### src/rtl/muldiv_unit.sv
// muldiv_unit: iterative radix-2 multiply/divide unit (shift-add multiply, restoring divide).
// Optional macro MULDIV_EARLY_OUT_EN: trivial operations (divide by zero, signed
// overflow, multiply by zero) skip the BUSY phase and complete one cycle after acceptance.
module muldiv_unit #(
  parameter int unsigned WIDTH = 32
) (
  input  logic             clk,
  input  logic             rst,
  input  logic             in_valid_i,
  output logic             in_ready_o,
  input  logic [2:0]       op_i,
  input  logic [WIDTH-1:0] a_i,
  input  logic [WIDTH-1:0] b_i,
  output logic             out_valid_o,
  input  logic             out_ready_i,
  output logic [WIDTH-1:0] result_o,
  input  logic             flush_i
);

  localparam int unsigned CNT_W = $clog2(WIDTH + 1);
  localparam int unsigned PW    = 2 * WIDTH;

  localparam logic [CNT_W-1:0] LAST_STEP = CNT_W'(WIDTH - 1);
  localparam logic [WIDTH-1:0] MOST_NEG  = {1'b1, {(WIDTH-1){1'b0}}};

  localparam logic [2:0] OP_MUL    = 3'd0;
  localparam logic [2:0] OP_MULH   = 3'd1;
  localparam logic [2:0] OP_MULHSU = 3'd2;
  localparam logic [2:0] OP_MULHU  = 3'd3;
  localparam logic [2:0] OP_DIV    = 3'd4;
  localparam logic [2:0] OP_DIVU   = 3'd5;
  localparam logic [2:0] OP_REM    = 3'd6;

  typedef enum logic [1:0] {
    IDLE = 2'd0,
    BUSY = 2'd1,
    DONE = 2'd2
  } state_e;

  state_e            state_q, state_d;
  logic [CNT_W-1:0]  cnt_q, cnt_d;
  logic [2:0]        op_q, op_d;
  logic [WIDTH-1:0]  opnd_q, opnd_d;   // multiplicand (mul) or divisor (div) magnitude
  logic [WIDTH-1:0]  hi_q, hi_d;       // product high half / partial remainder
  logic [WIDTH-1:0]  lo_q, lo_d;       // multiplier -> product low half / dividend -> quotient
  logic              neg_q, neg_d;     // final result needs two's-complement negation
  logic [WIDTH-1:0]  result_q, result_d;
  logic              out_valid_q, out_valid_d;
  logic              in_ready_q, in_ready_d;

  // Request decode: operand signedness, magnitudes and result sign
  logic             in_a_sgn, in_b_sgn, in_a_neg, in_b_neg, in_neg;
  logic [WIDTH-1:0] in_a_mag, in_b_mag;

  always_comb begin
    in_a_sgn = (op_i == OP_MUL) || (op_i == OP_MULH) || (op_i == OP_MULHSU) ||
               (op_i == OP_DIV) || (op_i == OP_REM);
    in_b_sgn = (op_i == OP_MUL) || (op_i == OP_MULH) || (op_i == OP_DIV) || (op_i == OP_REM);
    in_a_neg = in_a_sgn && a_i[WIDTH-1];
    in_b_neg = in_b_sgn && b_i[WIDTH-1];
    in_a_mag = in_a_neg ? ((~a_i) + WIDTH'(1)) : a_i;
    in_b_mag = in_b_neg ? ((~b_i) + WIDTH'(1)) : b_i;
    // Remainder follows the dividend sign; a zero divisor yields an all-ones
    // quotient that must not be negated, so the quotient sign is masked then.
    if (!op_i[2]) begin
      in_neg = in_a_neg ^ in_b_neg;
    end else if (op_i[1]) begin
      in_neg = in_a_neg;
    end else begin
      in_neg = (in_a_neg ^ in_b_neg) && (b_i != '0);
    end
  end

`ifdef MULDIV_EARLY_OUT_EN
  // Detect operations whose result is known at acceptance time
  logic             early_hit;
  logic [WIDTH-1:0] early_res;

  always_comb begin
    early_hit = 1'b0;
    early_res = '0;
    if (op_i[2]) begin
      if (b_i == '0) begin
        early_hit = 1'b1;
        early_res = op_i[1] ? a_i : '1;
      end else if (in_b_sgn && (a_i == MOST_NEG) && (b_i == '1)) begin
        early_hit = 1'b1;
        early_res = op_i[1] ? '0 : a_i;
      end
    end else if ((a_i == '0) || (b_i == '0)) begin
      early_hit = 1'b1;
      early_res = '0;
    end
  end
`endif

  // One radix-2 iteration of the active operation plus final result formatting
  logic [WIDTH:0]   mul_sum;
  logic [WIDTH:0]   div_shift;
  logic [WIDTH:0]   div_diff;
  logic [WIDTH-1:0] hi_step, lo_step;
  logic [PW-1:0]    prod, prod_fix;
  logic [WIDTH-1:0] quot_fix, rem_fix;
  logic [WIDTH-1:0] fin_res;

  always_comb begin
    mul_sum   = {1'b0, hi_q} + {1'b0, opnd_q};
    div_shift = {hi_q, lo_q[WIDTH-1]};
    // Partial remainder stays below 2*divisor, so bit WIDTH of the difference is its sign
    div_diff  = div_shift - {1'b0, opnd_q};
    if (op_q[2]) begin
      if (!div_diff[WIDTH]) begin
        hi_step = div_diff[WIDTH-1:0];
        lo_step = {lo_q[WIDTH-2:0], 1'b1};
      end else begin
        hi_step = div_shift[WIDTH-1:0];
        lo_step = {lo_q[WIDTH-2:0], 1'b0};
      end
    end else begin
      if (lo_q[0]) begin
        {hi_step, lo_step} = {mul_sum, lo_q[WIDTH-1:1]};
      end else begin
        {hi_step, lo_step} = {1'b0, hi_q, lo_q[WIDTH-1:1]};
      end
    end

    prod     = {hi_step, lo_step};
    prod_fix = neg_q ? ((~prod) + PW'(1)) : prod;
    quot_fix = neg_q ? ((~lo_step) + WIDTH'(1)) : lo_step;
    rem_fix  = neg_q ? ((~hi_step) + WIDTH'(1)) : hi_step;

    case (op_q)
      OP_MUL:                        fin_res = prod_fix[WIDTH-1:0];
      OP_MULH, OP_MULHSU, OP_MULHU:  fin_res = prod_fix[PW-1:WIDTH];
      OP_DIV, OP_DIVU:               fin_res = quot_fix;
      default:                       fin_res = rem_fix;
    endcase
  end

  // Next-state, datapath and output register inputs
  always_comb begin
    state_d     = state_q;
    cnt_d       = cnt_q;
    op_d        = op_q;
    opnd_d      = opnd_q;
    hi_d        = hi_q;
    lo_d        = lo_q;
    neg_d       = neg_q;
    result_d    = result_q;
    out_valid_d = out_valid_q;
    in_ready_d  = in_ready_q;

    if (flush_i) begin
      state_d     = IDLE;
      cnt_d       = '0;
      result_d    = '0;
      out_valid_d = 1'b0;
      in_ready_d  = 1'b1;
    end else begin
      case (state_q)
        IDLE: begin
          if (in_valid_i && in_ready_q) begin
            state_d    = BUSY;
            in_ready_d = 1'b0;
            cnt_d      = '0;
            op_d       = op_i;
            neg_d      = in_neg;
            hi_d       = '0;
            opnd_d     = op_i[2] ? in_b_mag : in_a_mag;
            lo_d       = op_i[2] ? in_a_mag : in_b_mag;
`ifdef MULDIV_EARLY_OUT_EN
            if (early_hit) begin
              state_d     = DONE;
              result_d    = early_res;
              out_valid_d = 1'b1;
            end
`endif
          end
        end
        BUSY: begin
          hi_d  = hi_step;
          lo_d  = lo_step;
          cnt_d = cnt_q + CNT_W'(1);
          if (cnt_q == LAST_STEP) begin
            state_d     = DONE;
            cnt_d       = '0;
            result_d    = fin_res;
            out_valid_d = 1'b1;
          end
        end
        DONE: begin
          if (out_ready_i) begin
            state_d     = IDLE;
            result_d    = '0;
            out_valid_d = 1'b0;
            in_ready_d  = 1'b1;
          end
        end
        default: begin
          state_d     = IDLE;
          cnt_d       = '0;
          result_d    = '0;
          out_valid_d = 1'b0;
          in_ready_d  = 1'b1;
        end
      endcase
    end
  end

  // State, datapath and output registers with asynchronous reset
  always_ff @(posedge clk or posedge rst) begin
    if (rst) begin
      state_q     <= IDLE;
      cnt_q       <= '0;
      op_q        <= '0;
      opnd_q      <= '0;
      hi_q        <= '0;
      lo_q        <= '0;
      neg_q       <= 1'b0;
      result_q    <= '0;
      out_valid_q <= 1'b0;
      in_ready_q  <= 1'b1;
    end else begin
      state_q     <= state_d;
      cnt_q       <= cnt_d;
      op_q        <= op_d;
      opnd_q      <= opnd_d;
      hi_q        <= hi_d;
      lo_q        <= lo_d;
      neg_q       <= neg_d;
      result_q    <= result_d;
      out_valid_q <= out_valid_d;
      in_ready_q  <= in_ready_d;
    end
  end

  assign in_ready_o  = in_ready_q;
  assign out_valid_o = out_valid_q;
  assign result_o    = result_q;

endmodule

### config.mk
export PLATFORM = sky130hd
export DESIGN_NAME = muldiv_unit
export DESIGN_NICKNAME = d
export VERILOG_FILES = /design/src/rtl/muldiv_unit.sv
export SDC_FILE = /design/constraint.sdc
export NUM_CORES = 1
export LEC_CHECK = 0
export CORE_AREA = 3 3 197 276
export DETAILED_ROUTE_END_ITERATION = 6
export DIE_AREA = 0 0 200 279
export PLACE_DENSITY = 0.43
export RECOVER_POWER = 50
export SYNTH_ARGS = -nofsm -noshare
export SYNTH_HDL_FRONTEND = slang
export SYNTH_SLANG_ARGS = --single-unit
### constraint.sdc
create_clock -name clk -period 13 [get_ports clk]
set_clock_uncertainty 0.1 [all_clocks]
set_input_delay 1.3 -clock clk [delete_from_list [all_inputs] [get_ports clk]]
set_output_delay 1.3 -clock clk [all_outputs]
set_load 0.02 [all_outputs]
# Word level (Yosys, flattened, before mapping)
# Index checks and enable logic that the tools add are counted.
# Widths: inputs -> output; s select.
word_totals:
  out_inout_bits: 34
  input_bits: 72
  word_cells: 108
  reg_bits: 142
classes:
  add_sub_neg: 8
  n_reduce_logical: 23
  muxes: 41
  eq_ne: 19
  n_bitwise: 7
op_table:
  columns: ["cell", "n"]
  rows:
  - ["$mux 32", 16]
  - ["$pmux 32 s3", 2]
  - ["$add 32x1->32 const B", 4]
  - ["$not 32->32", 4]
  - ["$pmux 32 s2", 2]
  - ["$add 64x1->64 const B", 1]
  - ["$mux 64", 1]
  - ["$not 64->64", 1]
  - ["$add 32x32->33", 1]
  - ["$sub 33x32->33", 1]
  - ["$reduce_bool 32->1", 1]
  - ["$mux 6", 3]
  - ["$pmux 6 s3", 1]
  - ["$reduce_and 3->1", 5]
  - ["$eq 3x3->1 const B", 4]
  - ["$eq 3x2->1 const B", 3]
  - ["$mux 1", 9]
  - ["$ne 3x3->1 const B", 3]
  - ["$mux 2", 4]
  - ["$ne 2x2->1 const B", 4]
  - ["$add 6x1->6 const B", 1]
  - ["$eq 3x1->1 const B", 2]
  - ["$eq 6x5->1 const B", 1]
  - ["$logic_not 3->1", 2]
  - ["other kinds (13)", 22]

# Depth between registers and ports, before layout
# Gate-level depths: netlist (run 1).
depth:
  depth_word: 10
  depth_mapped: 24
  depth_no_buf: 23

# Worst setup path after synthesis (run 1)
# OpenSTA, ideal clock, no wires.
synth_timing:
  path_kind: "flip-flop to flip-flop"
  from: "register op_q[2]"
  to: "register result_q[30] (netlist: result_o[30])"
  t_required_ns: 12.818
  setup_time_ns: 0.082
  path_slack_ns: 7.586
  n_path_buf: 9
  period_less_slack_ns: 5.414
  t_arrival_ns: 5.232
  path_stages_with_launch: 21
  cell_sequence: "dfrtp_1 buf_2 buf_2 buf_2 buf_2 clkbuf_1 buf_2 buf_1 clkbuf_1 mux2_2 inv_1 ha_1 o21ai_0 nor3_1 o2111ai_1 or3_1 or2_2 clkbuf_1 or4b_4 a211o_1 a31oi_1"
synth_between:
  elab_chain_len: 8
  elab_cells_between_ends: 23
  cone_classes: "add/sub: 3; eq/ne: 5; mux: 9; bitwise: 3; reduce/logical: 3"
synth_lines:
  columns: ["item", "line", "rtl"]
  rows:
  - ["start, declared", "42", "logic [2:0] op_q, op_d;"]
  - ["start signal, assigned", "226", "op_q <= op_d;"]
  - ["$mux 32", "111", "if (op_q[2]) begin"]
  - ["$not 64->64, or another cell as far along", "128", "prod_fix = neg_q ? ((~prod) + PW'(1)) : prod;"]
  - ["$add 64x1->64, or another cell as far along", "128", null]
  - ["$mux 64, or another cell as far along", "128", null]
  - ["$pmux 32 s3 *", "132", "case (op_q)"]
  - ["$mux 32 *", "184", "if (cnt_q == LAST_STEP) begin"]
  - ["$pmux 32 s3 *", "160", "case (state_q)"]
  - ["$mux 32 *", "153", "if (flush_i) begin"]
  - ["end signal, assigned", "231", "result_q <= result_d;"]
  - ["end, declared", "47", "logic [WIDTH-1:0] result_q, result_d;"]
# Every way passes the cells marked *; elsewhere a longest branch is shown, timed or not. The select of a mux whose other input is x is not followed.
# A chain may end at the register's enable or synchronous reset.

==> impl_metrics.ini, run 1 <==
[synthesis]
syn_area_um2 = 15600
synthesis.nets = 2255
ys_warn_count = 0
synth_ff_type = dfrtp_1
synth_compound_area_share_pct = 32.2
netlist_instances = 2112
synth_area_leader_cell = dfrtp_1
synth_edf_count = 0
yosysSeqAreaShare_pct = 22.8
synth_top_area_share_pct = 22.6
ys_types = 100
synth.area.top_cells = dfrtp_1, o21ai_0, nand2_1, a21oi_1, ha_1
syn-mean-instance-area_um2 = 7.39
synth-adder-area-share_pct = 5.79
synth_mux_area_share_pct = 3.58
synthSimpleGateAreaFrac_pct = 22.1
post_synth_xor_area_fraction_pct = 8.65
async_flop_share_pct = 100
synth_top_family_by_area = compound AO/OA/AOI/OAI gates
ys_ff_latch = 142

[power_and_ir_drop]
comb_power_share_pct = 74.5
swShare_pct = 58.6
power.leakage_nw = 7.20
powerDensity_nw_per_um2 = 300
ir_worst_vdd_mv = 0.0939
p_sw_w = 0.00315
p_int_w = 0.00222
clock_power_share_pct = 10.0
p_seq_share_pct = 15.5

[clock_network]
post-cts-setup-buffers = 0
clk_latency_ps = 470
htreeDepth = 4
cts_hold_buffers = 0
cts_resized = 0
clkTransAtPathRegs_ps = 70
cts-buffers-inserted = 17
cts.sinks = 142
cts_tree = done
cts_root_buf = clkbuf_16
clk_path_buf_depth = 2

[die]
io_pins = 106
core_um2 = 52100
die_w_um = 200
die_height_um = 279
placementRows = 99
initial_core_util_pct = 29.9
die_area_um2 = 55800

[global_routing]
grt_max_degree = 93
grt_pass1_vias = 16200
grt_pass1_wl_mm = 108
grtUsageMet2_pct = 46.4
grt-ovfl-total = 0
use_met1_pct = 30.7
top_usage_layer = met2
use_met3_pct = 2.10
grt_antenna_before_repair = 1
track_usage_pct = 26.1

[place]
gp_congestion = 0.951
io_buffers = 105
dp_hpwl_mm = 58.6

[timing]
post-route-period-util_pct = 57.6
min_period_ps = 7490
slew_viol_final = 204
fin_setup_tns_ps = 0
fmax_ghz = 0.133
hold_viol = 0
maxSlewHeadroom_pct = -210
hold_ws_ps = 379
grt_setup_unrepaired = no
finalSetupViolations = 0
worstMarginPinSlew_ps = 4660

[routing]
routed_wl_mm = 73.4
routedWlPerCell_um = 25.6
ant_nets = 0
viasPerCell = 5.82
num_vias = 16700
first_pass_iters = 6
drc_errors = 0
drtIter0Drc = 1339

[cells_and_area]
nNetsFinal = 2288
seq_area_um2 = 3560
num_antenna_cells = 0
layout-drive-gt1-share_pct = 6.39
syn_to_final_growth_pct = 14.8
layout_commonest_cell = nand2_1
final.fill_count = 5646
multi_input_area_um2 = 11300
mostFrequentLayoutCells = nand2_1, o21ai_0, a21oi_1

[setup_path]
endpoint_kind = async pin
crit_required_ps = 12320
startpoint_type = primary input
critical_path_class = primary input to async pin
worstPathMaxFanout = 92
cp_data_arrival_time_ps = 6820

[job]
drv_cap = 4

[run_status]
violations = capacitance limit, slew limit
status = finished with violations

[worst_hold_path]
hold_class = flip-flop to flip-flop
[final cells by class]
class,instances,area share [%]
Tap cell,707,4.94
Timing Repair Buffer,140,7.27
Sequential cell,142,19.9
Clock buffer,18,2.45
Clock inverter,14,0.943
Inverter,71,1.50
Multi-Input combinational cell,1773,63.0
[synthesized netlist by cell type (all sizes together), types with 32 or more instances]
library cell	instances
a211oi	40
a21oi	183
clkbuf	101
dfrtp	141
ha	69
inv	71
mux2i	40
nand2	263
nand3	49
nor2	172
nor3	53
o21ai	255
or3	32
xnor2	90
xor2	64
[power by group through the flow]
stage / registers [W] / clock network (W) / logic (W)
floorplan: 0.000751 / 0 / 0.00265
global placement: 0.000830 / 0 / 0.00397
detailed placement: 0.000837 / 0 / 0.00394
CTS: 0.000828 / 0.000550 / 0.00396
global route: 0.000856 / 0.000569 / 0.00428
finish: 0.000832 / 0.000539 / 0.00400
[registers in the layout (all words and copies together) (netlist names)]
| name | count |
|---|---|
| hi_q | 32 |
| lo_q | 32 |
| opnd_q | 32 |
| result_o | 32 |
| cnt_q | 6 |
| op_q | 3 |
| state_q | 2 |
| in_ready_o | 1 |
| neg_q | 1 |
| out_valid_o | 1 |
[through the flow]
stage / util [%] / area [um^2] / power [W] / setup slack (ps) / instances
CTS: 34.4 / 17900 / 0.00534 / 6270 / 2865
finish: 34.3 / 17900 / 0.00538 / 5510 / 2865
detailed placement: 33.2 / 17300 / 0.00478 / 6290 / 2833
global route: 34.3 / 17900 / 0.00570 / 4280 / 2865
floorplan: - / 15600 / 0.00340 / 7590 / 2112
global placement: 33.2 / 17300 / 0.00480 / 6460 / 2833
[routing by layer]
metal / vias up / share of wire [%]
li1: 7894 / -
met2: 516 / 51
met1: 8131 / 40
met4: 0 / 6.2
met3: 131 / 3.3
met5: - / 0
[final timing paths]
path	startpoint	end	slack, ps	cells after the start
max in group clk	hi_q[14]$_DFFE_PP0P_	result_o[28]$_DFFE_PP0P_	6120	19
hold reg to reg	result_o[11]$_DFFE_PP0P_	result_o[11]$_DFFE_PP0P_	380	1
hold / removal	result_o[11]$_DFFE_PP0P_	result_o[11]$_DFFE_PP0P_	380	1
min in group asynchronous	rst	opnd_q[7]$_DFFE_PP0P_	2560	2
setup / recovery	rst	op_q[2]$_DFFE_PP0P_	5510	3
setup reg to reg	hi_q[14]$_DFFE_PP0P_	result_o[28]$_DFFE_PP0P_	6120	19
[cell families after synthesis]
| logic type | after synthesis |
|---|---|
| fa+ha+maj | 71 |
| compound gates | 772 |
| simple gates | 722 |
| mux | 54 |
| buf+inv | 197 |
| xor+xnor | 154 |
| flops | 142 |
[critical path, stage by stage]
cell	delay, ps
dlygate4sd3_1	540
clkinvlp_2	2550
clkbuf_1	2370
Power figures use the tool's default switching activity.
==> inputs of run 2 (changes only) <==
==> constraint.sdc (replaced) <==
create_clock -name clk -period 7.1 [get_ports clk]
set_clock_uncertainty 0.1 [all_clocks]
set_input_delay 0.71 -clock clk [delete_from_list [all_inputs] [get_ports clk]]
set_output_delay 0.71 -clock clk [all_outputs]
set_load 0.02 [all_outputs]
==> run 2 against run 1 <==
The run still ends with capacitance limit, slew limit left. Final area is 0.45% higher. Clock power is 83% higher. Routed wire length is 0.63% lower. Register-to-register slack worse by 5200 ps. Largest cell class unchanged. Clock-buffer cell count is 1 lower.
==> impl_metrics.ini, run 2 (synthesis gave the netlist of run 1 again) <==
[timing]
min_period_ps = 6160
fmax_ghz = 0.162
grt_setup_unrepaired = no
finalSetupViolations = 0
post-route-period-util_pct = 86.8
hold_viol = 0
fin_setup_tns_ps = 0
slew_viol_final = 119
maxSlewHeadroom_pct = -203
worstMarginPinSlew_ps = 4530

[cells_and_area]
syn_to_final_growth_pct = 15.3
layout_commonest_cell = nand2_1
nNetsFinal = 2298
num_antenna_cells = 0
mostFrequentLayoutCells = nand2_1, o21ai_0, a21oi_1
final.fill_count = 5647
final_cells = 2875
layout-drive-gt1-share_pct = 6.78

[die]
initial_core_util_pct = 29.9
core_um2 = 52100
die_w_um = 200
die_height_um = 279
placementRows = 99
die_area_um2 = 55800
io_pins = 106

[setup_path]
worstPathMaxFanout = 9
startpoint_type = flip-flop
cp_data_arrival_time_ps = 6430
cpMaxStageDelayCell = nor3_2
cp_cell_sequence = inv_1 > ha_1 > inv_1 > fa_1 > a211oi_1 > o211a_1 > o41ai_2 > o211a_1 > nor3_2 > nor3_4 > nor2_1 > ha_1 > o21ai_0 > nor3_1 > o2111ai_1 > or3_1 > or2_2 > nand3_1 > nand3_1 > o311ai_0 > o21ai_0 > o31ai_1
endpoint_kind = flip-flop
slowest_delay_ps = 600
crit_required_ps = 7370
critical_path_class = flip-flop to flip-flop

[place]
io_buffers = 105
gp_congestion = 0.947
dpl.cell_count = 2843
dp_hpwl_mm = 58.3

[power_and_ir_drop]
power.leakage_nw = 7.26
powerDensity_nw_per_um2 = 550
ir_worst_vdd_mv = 0.193

[clock_network]
cts.sinks = 142
cts_resized = 0
cts_root_buf = clkbuf_16
cts_hold_buffers = 0
clkTransAtPathRegs_ps = 70
clk_latency_ps = 470
post-cts-setup-buffers = 0
cts-buffers-inserted = 17
clk_path_buf_depth = 2
htreeDepth = 4
cts_tree = done

[global_routing]
grt-ovfl-total = 0
grt_pass1_vias = 16600
grt_pass1_wl_mm = 109
track_usage_pct = 26.0
grt_max_degree = 89
grt_antenna_before_repair = 0

[job]
drv_cap = 2

[routing]
routed_wl_mm = 73.0
first_pass_iters = 5
num_vias = 16700
routedWlPerCell_um = 25.4
drtIter0Drc = 1184
viasPerCell = 5.79
drc_errors = 0
ant_nets = 0

[worst_hold_path]
hold_class = flip-flop to flip-flop

[run_status]
violations = capacitance limit, slew limit
status = finished with violations
==> run 2: routing by layer <==
layer,GRT usage (%),vias to the layer above,share of wire [%]
met5,0,-,0
met4,14.1,0,6.2
met3,2.17,136,3.1
met2,46.6,495,51
met1,30.4,8107,39
li1,-,7914,-
==> run 2: path summary, 6_finish.rpt <==
path	startpoint	endpoint	slack, ps	depth (start not counted)
max	lo_q[31]$_DFFE_PP0P_	result_o[28]$_DFFE_PP0P_	940	22
min	out_valid_o$_DFFE_PP0P_	out_valid_o$_DFFE_PP0P_	370	2
max reg2reg	lo_q[31]$_DFFE_PP0P_	result_o[28]$_DFFE_PP0P_	940	22
min reg2reg	out_valid_o$_DFFE_PP0P_	out_valid_o$_DFFE_PP0P_	370	2
max in group asynchronous	rst	neg_q$_DFFE_PP0P_	1970	3
min in group asynchronous	rst	hi_q[7]$_DFFE_PP0P_	1970	2
==> run 2: final cells by class <==
class | instances | area, um^2 | area share, %
multi-input cells | 1773 | 11300 | 62.7
flip-flops and latches | 142 | 3560 | 19.8
repair buffers | 150 | 1380 | 7.66
well taps | 707 | 885 | 4.92
clock buffers | 17 | 425 | 2.36
inverters | 71 | 268 | 1.49
clock inverters | 15 | 193 | 1.07
==> run 2: per-stage QoR <==
stage / total power (W) / setup slack [ps] / util, % / cell area [um^2] / hold slack [ps]
after detailed placement: 0.00880 / 1000 / 33.3 / 17400 / 364
after global placement: 0.00882 / 1160 / 33.3 / 17400 / 362
after floorplan: 0.00622 / 1690 / - / 15600 / 364
final: 0.00989 / 937 / 34.5 / 18000 / 370
after global routing: 0.0105 / 336 / 34.5 / 18000 / 395
after CTS: 0.00983 / 965 / 34.5 / 18000 / 382
==> run 2: critical path, delay by kind of cell (launching register included) <==
kind                     cells  cell delay [ps]
AND/OR/NAND/NOR              8             2540
adder cells (fa/ha/maj)      3              810
buffers and inverters        2              140
flip-flops                   1              410
AO/OA/AOI/OAI                9             2070
==> run 2: report_power, final <==
| group | total (W) | switching [W] | internal, W |
|---|---|---|---|
| Sequential | 0.00158 | 0.000492 | 0.00109 |
| Combinational | 0.00732 | 0.00483 | 0.00249 |
| Clock | 0.000989 | 0.000478 | 0.000512 |
